`config.mk`:
```
export PLATFORM = sky130hd
export DESIGN_NAME = instr_fetch_unit
export DESIGN_NICKNAME = d
export VERILOG_FILES = /design/src/rtl/fetch_pkg.sv /design/src/rtl/fetch_fifo.sv /design/src/rtl/instr_fetch_unit.sv
export SDC_FILE = /design/constraint.sdc
export NUM_CORES = 1
export LEC_CHECK = 0
export CELL_PAD_IN_SITES_DETAIL_PLACEMENT = 0
export CELL_PAD_IN_SITES_GLOBAL_PLACEMENT = 2
export CORE_AREA = 2 2 207 209
export DETAILED_ROUTE_END_ITERATION = 6
export DIE_AREA = 0 0 209 211
export GPL_TIMING_DRIVEN = 0
export PLACE_DENSITY_LB_ADDON = 0.25
export SETUP_SLACK_MARGIN = 0.3
export SLEW_MARGIN = 20
export SYNTH_ARGS = -nofsm -noshare
export SYNTH_HDL_FRONTEND = slang
export SYNTH_SLANG_ARGS = --single-unit
```
`constraint.sdc`:
```
create_clock -name CLK -period 9.1 [get_ports CLK]
set_clock_uncertainty 0.2 [all_clocks]
set_input_delay 0.91 -clock CLK [delete_from_list [all_inputs] [get_ports CLK]]
set_output_delay 0.91 -clock CLK [all_outputs]
set_load 0.02 [all_outputs]
```
`src/rtl/fetch_pkg.sv`:
```
// Shared types and constants for the instruction fetch unit.
// Optional statistics counters are enabled by defining IFU_STATS_EN.
package fetch_pkg;

    localparam int XLEN        = 32;
    localparam int INSTR_BYTES = 4;

    typedef enum logic [1:0] {
        IDLE  = 2'b00,
        FETCH = 2'b01,
        FLUSH = 2'b10
    } fetch_state_t;

    typedef struct packed {
        logic [XLEN-1:0] instr;
        logic [XLEN-1:0] pc;
    } fetch_entry_t;

endpackage

```
`src/rtl/fetch_fifo.sv`:
```
// Instruction/PC buffer with a registered head entry and single-cycle flush.
// Push while full is accepted only together with a pop.
module fetch_fifo
    import fetch_pkg::*;
#(
    parameter int  DEPTH   = 4,
    parameter type entry_t = fetch_entry_t
) (
    input  logic                   clk,
    input  logic                   rst_n,
    input  logic                   push,
    input  entry_t                 push_data,
    input  logic                   pop,
    input  logic                   flush,
    output logic                   head_valid,
    output entry_t                 head_data,
    output logic [$clog2(DEPTH):0] count
);

    localparam int PTR_W = $clog2(DEPTH);
    localparam int CNT_W = PTR_W + 1;

    entry_t             mem_r [DEPTH];
    logic [PTR_W-1:0]   wr_ptr_r;
    logic [PTR_W-1:0]   rd_ptr_r;
    logic [CNT_W-1:0]   count_r;
    logic               head_valid_r;
    entry_t             head_data_r;

    logic               do_push_s;
    logic               do_pop_s;
    logic [PTR_W-1:0]   wr_ptr_nxt_s;
    logic [PTR_W-1:0]   rd_ptr_nxt_s;
    logic [CNT_W-1:0]   count_nxt_s;
    entry_t             head_nxt_s;

    // Next pointers, occupancy and the entry that becomes the head
    always_comb begin
        do_pop_s  = pop && (count_r != {CNT_W{1'b0}});
        do_push_s = push && !flush && ((count_r != CNT_W'(DEPTH)) || do_pop_s);
        if (flush) begin
            wr_ptr_nxt_s = {PTR_W{1'b0}};
            rd_ptr_nxt_s = {PTR_W{1'b0}};
            count_nxt_s  = {CNT_W{1'b0}};
        end else begin
            wr_ptr_nxt_s = wr_ptr_r + PTR_W'(do_push_s);
            rd_ptr_nxt_s = rd_ptr_r + PTR_W'(do_pop_s);
            count_nxt_s  = count_r + CNT_W'(do_push_s) - CNT_W'(do_pop_s);
        end
        // A word written into the slot that becomes the head bypasses storage
        if (do_push_s && (wr_ptr_r == rd_ptr_nxt_s)) begin
            head_nxt_s = push_data;
        end else begin
            head_nxt_s = mem_r[rd_ptr_nxt_s];
        end
    end

    // Storage, pointers and registered head
    always_ff @(posedge clk or negedge rst_n) begin
        if (!rst_n) begin
            for (int i = 0; i < DEPTH; i++) begin
                mem_r[i] <= '0;
            end
            wr_ptr_r     <= {PTR_W{1'b0}};
            rd_ptr_r     <= {PTR_W{1'b0}};
            count_r      <= {CNT_W{1'b0}};
            head_valid_r <= 1'b0;
            head_data_r  <= '0;
        end else begin
            if (do_push_s) begin
                mem_r[wr_ptr_r] <= push_data;
            end
            wr_ptr_r     <= wr_ptr_nxt_s;
            rd_ptr_r     <= rd_ptr_nxt_s;
            count_r      <= count_nxt_s;
            head_valid_r <= (count_nxt_s != {CNT_W{1'b0}});
            if (count_nxt_s != {CNT_W{1'b0}}) begin
                head_data_r <= head_nxt_s;
            end
        end
    end

    assign head_valid = head_valid_r;
    assign head_data  = head_data_r;
    assign count      = count_r;

endmodule

```
`src/rtl/instr_fetch_unit.sv`:
```
// Decoupled in-order instruction fetch with credit-based issue and redirect flush.
// Define IFU_STATS_EN to add the stat_fetched/stat_flushed counters.
module instr_fetch_unit
    import fetch_pkg::*;
#(
    parameter int               WIDTH    = 32,
    parameter int               DEPTH    = 4,
    parameter logic [WIDTH-1:0] RESET_PC = {WIDTH{1'b0}}
) (
    input  logic             CLK,
    input  logic             rst,
    input  logic             redirect_valid,
    input  logic [WIDTH-1:0] redirect_pc,
    output logic             mem_req_valid,
    input  logic             mem_req_ready,
    output logic [WIDTH-1:0] mem_req_addr,
    input  logic             mem_rsp_valid,
    input  logic [WIDTH-1:0] mem_rsp_data,
    output logic             instr_valid,
    input  logic             instr_ready,
    output logic [WIDTH-1:0] instr,
    output logic [WIDTH-1:0] instr_pc,
    output logic             busy
`ifdef IFU_STATS_EN
    ,
    output logic [31:0]      stat_fetched,
    output logic [31:0]      stat_flushed
`endif
);

    localparam int CNT_W = $clog2(DEPTH) + 1;
    localparam int SUM_W = CNT_W + 1;

    typedef struct packed {
        logic [WIDTH-1:0] instr;
        logic [WIDTH-1:0] pc;
    } entry_t;

    fetch_state_t       state_r;
    logic [WIDTH-1:0]   fetch_pc_r;
    logic [WIDTH-1:0]   rsp_pc_r;
    logic [CNT_W-1:0]   outstanding_r;
    logic [CNT_W-1:0]   drop_cnt_r;
    logic               req_valid_r;
    logic [WIDTH-1:0]   req_addr_r;
    logic               busy_r;

    logic               req_fire_s;
    logic               rsp_fire_s;
    logic               rsp_drop_s;
    logic               push_s;
    logic               pop_s;
    logic [WIDTH-1:0]   target_s;
    logic [CNT_W-1:0]   out_nxt_s;
    logic [CNT_W-1:0]   drop_nxt_s;
    logic [CNT_W-1:0]   count_nxt_s;
    logic [WIDTH-1:0]   fetch_pc_nxt_s;
    logic [WIDTH-1:0]   rsp_pc_nxt_s;
    fetch_state_t       state_nxt_s;
    logic               req_valid_nxt_s;
    entry_t             push_entry_s;
    logic               head_valid_s;
    entry_t             head_data_s;
    logic [CNT_W-1:0]   fifo_count_s;

    // Handshakes and next-state values for counters, PCs and FSM
    always_comb begin
        req_fire_s   = req_valid_r && mem_req_ready;
        // Responses with nothing outstanding (e.g. left over from before reset) are ignored
        rsp_fire_s   = mem_rsp_valid && (outstanding_r != {CNT_W{1'b0}});
        rsp_drop_s   = rsp_fire_s && (redirect_valid || (drop_cnt_r != {CNT_W{1'b0}}));
        push_s       = rsp_fire_s && !rsp_drop_s;
        pop_s        = head_valid_s && instr_ready;
        target_s     = redirect_pc & ~{{(WIDTH-2){1'b0}}, 2'b11};
        push_entry_s = '{instr: mem_rsp_data, pc: rsp_pc_r};

        out_nxt_s = outstanding_r + CNT_W'(req_fire_s) - CNT_W'(rsp_fire_s);

        if (redirect_valid) begin
            drop_nxt_s     = out_nxt_s;
            fetch_pc_nxt_s = target_s;
            rsp_pc_nxt_s   = target_s;
            count_nxt_s    = {CNT_W{1'b0}};
        end else begin
            if (rsp_fire_s && (drop_cnt_r != {CNT_W{1'b0}})) begin
                drop_nxt_s = drop_cnt_r - CNT_W'(1);
            end else begin
                drop_nxt_s = drop_cnt_r;
            end
            fetch_pc_nxt_s = req_fire_s ? (fetch_pc_r + WIDTH'(INSTR_BYTES)) : fetch_pc_r;
            rsp_pc_nxt_s   = push_s ? (rsp_pc_r + WIDTH'(INSTR_BYTES)) : rsp_pc_r;
            count_nxt_s    = fifo_count_s + CNT_W'(push_s) - CNT_W'(pop_s);
        end

        case (state_r)
            IDLE:    state_nxt_s = FETCH;
            FETCH:   state_nxt_s = (redirect_valid && (out_nxt_s != {CNT_W{1'b0}})) ? FLUSH : FETCH;
            FLUSH:   state_nxt_s = (!redirect_valid && (drop_nxt_s == {CNT_W{1'b0}})) ? FETCH : FLUSH;
            default: state_nxt_s = IDLE;
        endcase

        // Credit rule: buffered plus in-flight words never exceed the FIFO depth
        req_valid_nxt_s = (state_nxt_s == FETCH) &&
                          (({1'b0, count_nxt_s} + {1'b0, out_nxt_s}) < SUM_W'(DEPTH));
    end

    // FSM, fetch/response PCs, credit counters and registered request outputs
    always_ff @(posedge CLK or negedge rst) begin
        if (!rst) begin
            state_r       <= IDLE;
            fetch_pc_r    <= RESET_PC;
            rsp_pc_r      <= RESET_PC;
            outstanding_r <= {CNT_W{1'b0}};
            drop_cnt_r    <= {CNT_W{1'b0}};
            req_valid_r   <= 1'b0;
            req_addr_r    <= {WIDTH{1'b0}};
            busy_r        <= 1'b0;
        end else begin
            state_r       <= state_nxt_s;
            fetch_pc_r    <= fetch_pc_nxt_s;
            rsp_pc_r      <= rsp_pc_nxt_s;
            outstanding_r <= out_nxt_s;
            drop_cnt_r    <= drop_nxt_s;
            req_valid_r   <= req_valid_nxt_s;
            req_addr_r    <= fetch_pc_nxt_s;
            busy_r        <= (out_nxt_s != {CNT_W{1'b0}}) || (state_nxt_s == FLUSH);
        end
    end

    fetch_fifo #(
        .DEPTH   (DEPTH),
        .entry_t (entry_t)
    ) u_fifo (
        .clk        (CLK),
        .rst_n      (rst),
        .push       (push_s),
        .push_data  (push_entry_s),
        .pop        (pop_s),
        .flush      (redirect_valid),
        .head_valid (head_valid_s),
        .head_data  (head_data_s),
        .count      (fifo_count_s)
    );

    assign mem_req_valid = req_valid_r;
    assign mem_req_addr  = req_addr_r;
    assign instr_valid   = head_valid_s;
    assign instr         = head_data_s.instr;
    assign instr_pc      = head_data_s.pc;
    assign busy          = busy_r;

`ifdef IFU_STATS_EN
    logic [31:0] stat_fetched_r;
    logic [31:0] stat_flushed_r;
    logic [31:0] flush_inc_s;

    // Discards: buffered words lost to a redirect (a same-cycle pop still counts as fetched) plus dropped responses
    always_comb begin
        if (redirect_valid) begin
            flush_inc_s = 32'(fifo_count_s) - 32'(pop_s) + 32'(rsp_drop_s);
        end else begin
            flush_inc_s = 32'(rsp_drop_s);
        end
    end

    // Statistics counters, wrapping at 2^32
    always_ff @(posedge CLK or negedge rst) begin
        if (!rst) begin
            stat_fetched_r <= 32'd0;
            stat_flushed_r <= 32'd0;
        end else begin
            stat_fetched_r <= stat_fetched_r + 32'(pop_s);
            stat_flushed_r <= stat_flushed_r + flush_inc_s;
        end
    end

    assign stat_fetched = stat_fetched_r;
    assign stat_flushed = stat_flushed_r;
`endif

endmodule

```
* After elaboration in Yosys (flattened, before gate mapping)
Index checks and enable logic that the tools add are counted.
** Cells by class
- Add/subtract/negate cells :: 12
- Order comparisons :: 4
- Equal/unequal tests :: 6
- Muxes and demuxes :: 20
- Bitwise logic cells :: 2
- Reduce and logical (&&, ||, !) cells :: 28
** Operator list (count)
- bitwise mux 256 bit :: 1
- two-way mux 64 bit :: 4
- binary-select mux 64 bit (select 2 bit) :: 1
- demux 64 bit (select 2 bit) :: 1
- two-way mux 32 bit :: 4
- adder 32 x 3 -> 32 bit, second input constant :: 2
- nonzero test 3 bit :: 5
- logical AND 1 bit :: 14
- two-way mux 3 bit :: 4
- adder 3 x 1 -> 3 bit :: 3
- subtractor 3 x 1 -> 3 bit :: 3
- two-way mux 2 bit :: 4
- >= comparator 3 bit, second input constant :: 2
- NOT 2 -> 3 bit :: 2
- one-hot mux 2 bit (3 select lines) :: 1
- adder 2 x 1 -> 2 bit :: 2
- adder 3 x 3 -> 4 bit :: 1
- equality test 2 x 1 -> 1 bit, second input constant :: 2
- equality test 2 bit, second input constant :: 2
- < comparator 4 x 3 -> 1 bit, second input constant :: 1
- nonzero test 2 bit :: 2
- zero test 3 bit :: 1
- logical OR 1 bit :: 3
- < comparator 3 x 1 -> 1 bit, second input constant :: 1
- other kinds (5) :: 6
** Word-level totals
- Flip-flop bits (word level) :: 402
- Bits of input ports :: 70
- Output and inout bits :: 99
- Word-level logic and storage cells :: 93

* Logic depth before layout (Yosys ltp)
- Depth after elaboration :: 11
- Gate-level depth with buffers :: 17
- Gate-level depth less buffers :: 13

* Modules after synthesis
From an unflattened synthesis, not the netlist that was laid out.
** Second synthesis, totals
- Cell total of the unflattened synthesis :: 1666
- Area total of the unflattened synthesis :: 20163.1 µm²
** Modules (own cells, without submodules)
- fetch_fifo :: instances 1, cells each 1175, area an instance 15753.9 µm², seq. area each 8207.9 µm²
- instr_fetch_unit :: instances 1, cells each 491, area an instance 4409.2 µm², seq. area each 1751.7 µm²

* Worst setup path after synthesis
OpenSTA, ideal clock, no wires.
- Path kind :: input to register
- Start point :: input port instr_ready
- End point :: register u_fifo.head_data_r, in the netlist u_fifo.head_data[21]
- Library setup time :: 0.126 ns
- Arrival time :: 3.141 ns
- Required time :: 8.774 ns
- Slack :: 5.633 ns
- Stages :: 14
- Buffers on the path :: 3
- Cells stage by stage :: nand2_1 -> nand4_1 -> nand2_2 -> inv_1 -> ha_1 -> fa_1 -> xnor2_1 -> a21o_1 -> buf_2 -> inv_1 -> o21a_1 -> buf_2 -> buf_2 -> a221o_1
** On the way
- Word-level cells in the longest chain between the ends :: 9
- Elaborated cells between the ends (all ways) :: 17
- Classes of those cells :: 3 x add/sub; 1 x eq/ne; 6 x mux; 1 x bitwise; 6 x reduce/logical
** RTL lines
- start, declared :: RTL line instr_fetch_unit.sv:20 : input logic instr_ready,
- logical AND 1 bit (*) :: RTL line instr_fetch_unit.sv:73 : pop_s = head_valid_s && instr_ready;
- logical AND 1 bit (*) :: RTL line fetch_fifo.sv:39 : do_pop_s = pop && (count_r != {CNT_W{1'b0}});
- branches (longest 7 deep; another with adder 3 x 1 -> 3 bit)
- end signal, assigned :: RTL line fetch_fifo.sv:78 : head_data_r <= head_nxt_s;
- end, declared :: RTL line fetch_fifo.sv:28 : entry_t head_data_r;
Every way passes the cells marked *. The select of a mux whose other input is x is not followed.
A chain may end at the register's enable or synchronous reset.

* Worst setup path after layout
- Start point :: input port mem_rsp_valid
- End point :: register u_fifo.head_data_r, in the netlist u_fifo.head_data[5]
** On the way
- Word-level cells in the longest chain between the ends :: 10
- Elaborated cells between the ends (all ways) :: 12
- Classes of those cells :: 2 x add/sub; 2 x mux; 8 x reduce/logical
** RTL lines
- start, declared :: RTL line instr_fetch_unit.sv:17 : input logic mem_rsp_valid,
- logical AND 1 bit (*) :: RTL line instr_fetch_unit.sv:70 : rsp_fire_s = mem_rsp_valid && (outstanding_r != {CNT_W{1'b0}});
- logical AND 1 bit :: RTL line instr_fetch_unit.sv:71 : rsp_drop_s = rsp_fire_s && (redirect_valid || (drop_cnt_r != {CNT_W{1'b0}}));
- zero test 1 bit :: RTL line instr_fetch_unit.sv:72 : push_s = rsp_fire_s && !rsp_drop_s;
- logical AND 1 bit (*) :: RTL line instr_fetch_unit.sv:72
- logical AND 1 bit (*) (2 in a row) :: RTL line fetch_fifo.sv:40 : do_push_s = push && !flush && ((count_r != CNT_W'(DEPTH)) || do_pop_s);
- adder 3 x 1 -> 3 bit :: RTL line fetch_fifo.sv:48 : count_nxt_s = count_r + CNT_W'(do_push_s) - CNT_W'(do_pop_s);
- subtractor 3 x 1 -> 3 bit :: RTL line fetch_fifo.sv:48
- two-way mux 3 bit :: RTL line fetch_fifo.sv:41 : if (flush) begin
- nonzero test 3 bit :: RTL line fetch_fifo.sv:77 : if (count_nxt_s != {CNT_W{1'b0}}) begin
Every way passes the cells marked *; elsewhere a longest branch is shown, timed or not.

==> results.txt <==
status: complete, no violations
clock-pin slew of the registers on the worst-case setup and hold paths: 60 ps
Avg Cell Area, Syn: 14.2 sq um
TritonCTS clock tree: yes
# rows: 75
# DRC: 0
final hold violation count: 0
Num CTS Buffers: 45
sequential-to-total area share from yosys stat: 53.3%
die area: 44100 sq um
fillcell total: 3544
final wirelength: 43300 um
commonest non-fill, non-tap cells in the layout: dfrtp_1, mux2_2, clkdlybuf4s50_1
Final period util: 47.7%
Fmax achieved: 231 MHz
post-synthesis register bit count: 388
Cells after Synth: 1281
die height: 211 um
WL/cell: 20.9 um
Ant. Diodes: 0
layout cells sized above 1: 32.1%
reg2reg setup slack: 4890 ps
Root Buffer: clkbuf_16
global-route usage over all layers: 20.3%
FF+latch area: 9710 sq um
Final setup viols: 0
# nets final: 1585
port bufs: 162
drt first pass iters: 7
leakage power: 10.1 nW
detailed placer's ending HPWL: 29200 um
critical path arrival: 4650 ps
CP startpoint kind: primary input
post-synthesis mux area share: 26.7%
Crit Path Category: primary input to register
fin. max-slew vios: 0
Clk Latency, worst-skew pair: 570 ps
Setup TNS: 0 ps
final instance area: 22200 sq um
worst flop-to-flop path endpoint: u_fifo.head_data[5]
largest family of logic cells by synthesized area: multiplexers
synth unique cells: 55
Peak VDD IR: 0.000116 V
post-synthesis xor/xnor area fraction: 2.98%
hold path depth: 1
RSZ-0062 raised after global routing: no
H-tree depth: 2
antenna violations before repair: 1
Vias per Instance: 5.43
Adder-Cell Fraction of Synth Area: 1.22%
# clock sinks: 388
YS warnings: 0
Core Area: 41800 sq um
vias in the first global route: 11900
compound-gate portion of the synthesized area: 4.88%
cell area after synthesis: 18200 sq um
Starting Density: 43.6%
critical path capture point type: register
initial drt markers: 529
die width: 209 um
postcts setup bufs: 0
Hold Startpoint: u_fifo.mem_r[127]
CTS resizes: 0
Final ANT Viol Nets: 0
biggest area consumer among synthesized cells: dfrtp_1
hold crit path type: register to register
placed cell area: 20700 sq um
Critical Path RT: 9410 ps
Worst Reg-to-Reg Cells: 12
CP Max Fanout: 10
multi-input logic area: 7960 sq um
worst reg2reg startpoint: outstanding_r[2]
Max-cap violations: 0
EDFF count, synth: 0
area delta synth->final: 21.7%
post-layout minimum cycle time: 4340 ps
PwrDens: 263 nW/um^2
Final GP Congestion: 0.804
commonest non-fill, non-tap cell in the layout: dfrtp_1
Hold EP: u_fifo.mem_r[127]
clock tree buffer depth: 3
Yosys top cell area share: 53.3%
GR Overflow Total: 0
main area contributors after synthesis: dfrtp_1, mux2_2, mux4_2, mux2_4, a221o_1
largest net degree at the start of global routing: 98
top_reg_cell synth: dfrtp_1
FFs w/ async S/R, synth: 100%
first-pass GRT wire length: 69400 um
Worst slew margin: 36.8%
worst setup path startpoint: mem_rsp_valid
I/O Pins: 169
worst slew pin tran: 942 ps
Simple-Gate Fraction of Synth Area: 7.77%
via count: 11300
critical path, stage by stage:
cell,delay (ps)
clkdlybuf4s50_1,540
o31ai_4,210
nor3_4,100
nand2_2,150
inv_1,130
ha_1,230
fa_1,380
xnor2_1,170
a21o_1,190
buf_2,220
nor3_2,790
buf_2,420
a221o_1,200
logic make-up (layout without fill, tap and decap cells):
family          count (synthesis)  count (layout)
fa+ha+maj                      16              16
compound gates                102             102
mux                           350             350
buf+inv                       121             373
simple gates                  241             241
flops                         388             388
other cells                     1               4
xor+xnor                       62              62
sequential cells by signal (all words and copies together) (netlist names):
name / flops
busy: 1
drop_cnt_r: 3
mem_req_addr: 30
mem_req_valid: 1
outstanding_r: 3
rsp_pc_r: 30
state_r: 2
u_fifo.count: 3
u_fifo.head_data: 62
u_fifo.head_valid: 1
u_fifo.mem_r: 248
u_fifo.rd_ptr_r: 2
u_fifo.wr_ptr_r: 2
stage by stage:
step           std cells  setup slack [ps]  hold slack (ps)  power [mW]  util (%)
2_1_floorplan       1284              5630              270        3.42         -
3_3_place_gp        1985            -10270              281        4.02      49.2
3_5_place_dp        1990              4110              288        4.04      49.5
6_report            2075              4760              299        5.82      53.1
5_1_grt             2075              4510              306        6.14      53.1
4_1_cts             2075              4720              302        5.90      53.1
worst max path at each step:
stage,endpoint,slack (ps)
after floorplan,u_fifo.head_data[21],5630
after global placement,rsp_pc_r[28],-10270
after detailed placement,u_fifo.head_data[5],4110
after CTS,u_fifo.head_data[26],4720
after global routing,u_fifo.head_data[26],4510
final,u_fifo.head_data[5],4760
layout make-up:
cell class | instances | area share (%)
Buffer | 101 | 2.28
Clock buffer | 61 | 5.62
Clock inverter | 23 | 1.12
Inverter | 20 | 0.339
Multi-Input combinational cell | 775 | 35.9
Sequential cell | 388 | 43.8
Tap cell | 539 | 3.04
Timing Repair Buffer | 168 | 7.90
where the power goes:
| group | leakage (nW) | switching (mW) | internal, mW |
|---|---|---|---|
| Sequential | 5.07 | 0.242 | 2.11 |
| Clock | 0.743 | 0.738 | 1.08 |
| Combinational | 4.34 | 0.714 | 0.943 |
| Total | 10.1 | 1.69 | 4.13 |
routing by layer:
| metal | part of all wire [%] | track usage, % | vias up |
|---|---|---|---|
| li1 | - | - | 5171 |
| met1 | 46 | 28.3 | 5807 |
| met2 | 48 | 33.3 | 221 |
| met3 | 4.2 | 3.42 | 66 |
| met4 | 1.8 | 5.17 | 2 |
| met5 | 0.030 | 0 | - |
repair_timing:
item | CTS | global route
hold buffers | 1 | 0
hold endpoints to repair | 30 | 0
endpoints found under the setup margin | 0 | 0
Yosys cell counts (3+ instances only):
| library cell | n |
|---|---|
| nand2_1 | 31 |
| a221o_1 | 62 |
| and3_1 | 18 |
| nand3b_1 | 4 |
| buf_4 | 5 |
| and2_1 | 63 |
| xnor2_1 | 41 |
| and4_1 | 6 |
| buf_1 | 4 |
| buf_6 | 7 |
| nand4_1 | 31 |
| mux2_2 | 223 |
| nor3_1 | 9 |
| nor4_1 | 7 |
| nor2_1 | 20 |
| buf_2 | 44 |
| inv_1 | 19 |
| mux2_4 | 60 |
| nor2b_1 | 7 |
| mux4_2 | 62 |
| clkbuf_1 | 41 |
| a21boi_0 | 5 |
| nand3_1 | 25 |
| nand2b_1 | 3 |
| ha_1 | 13 |
| xor2_1 | 21 |
| o21ai_0 | 12 |
| mux2i_1 | 5 |
| nor4_2 | 3 |
| fa_1 | 3 |
| dfrtp_1 | 388 |
| a21oi_1 | 10 |
Power figures use the tool's default switching activity.
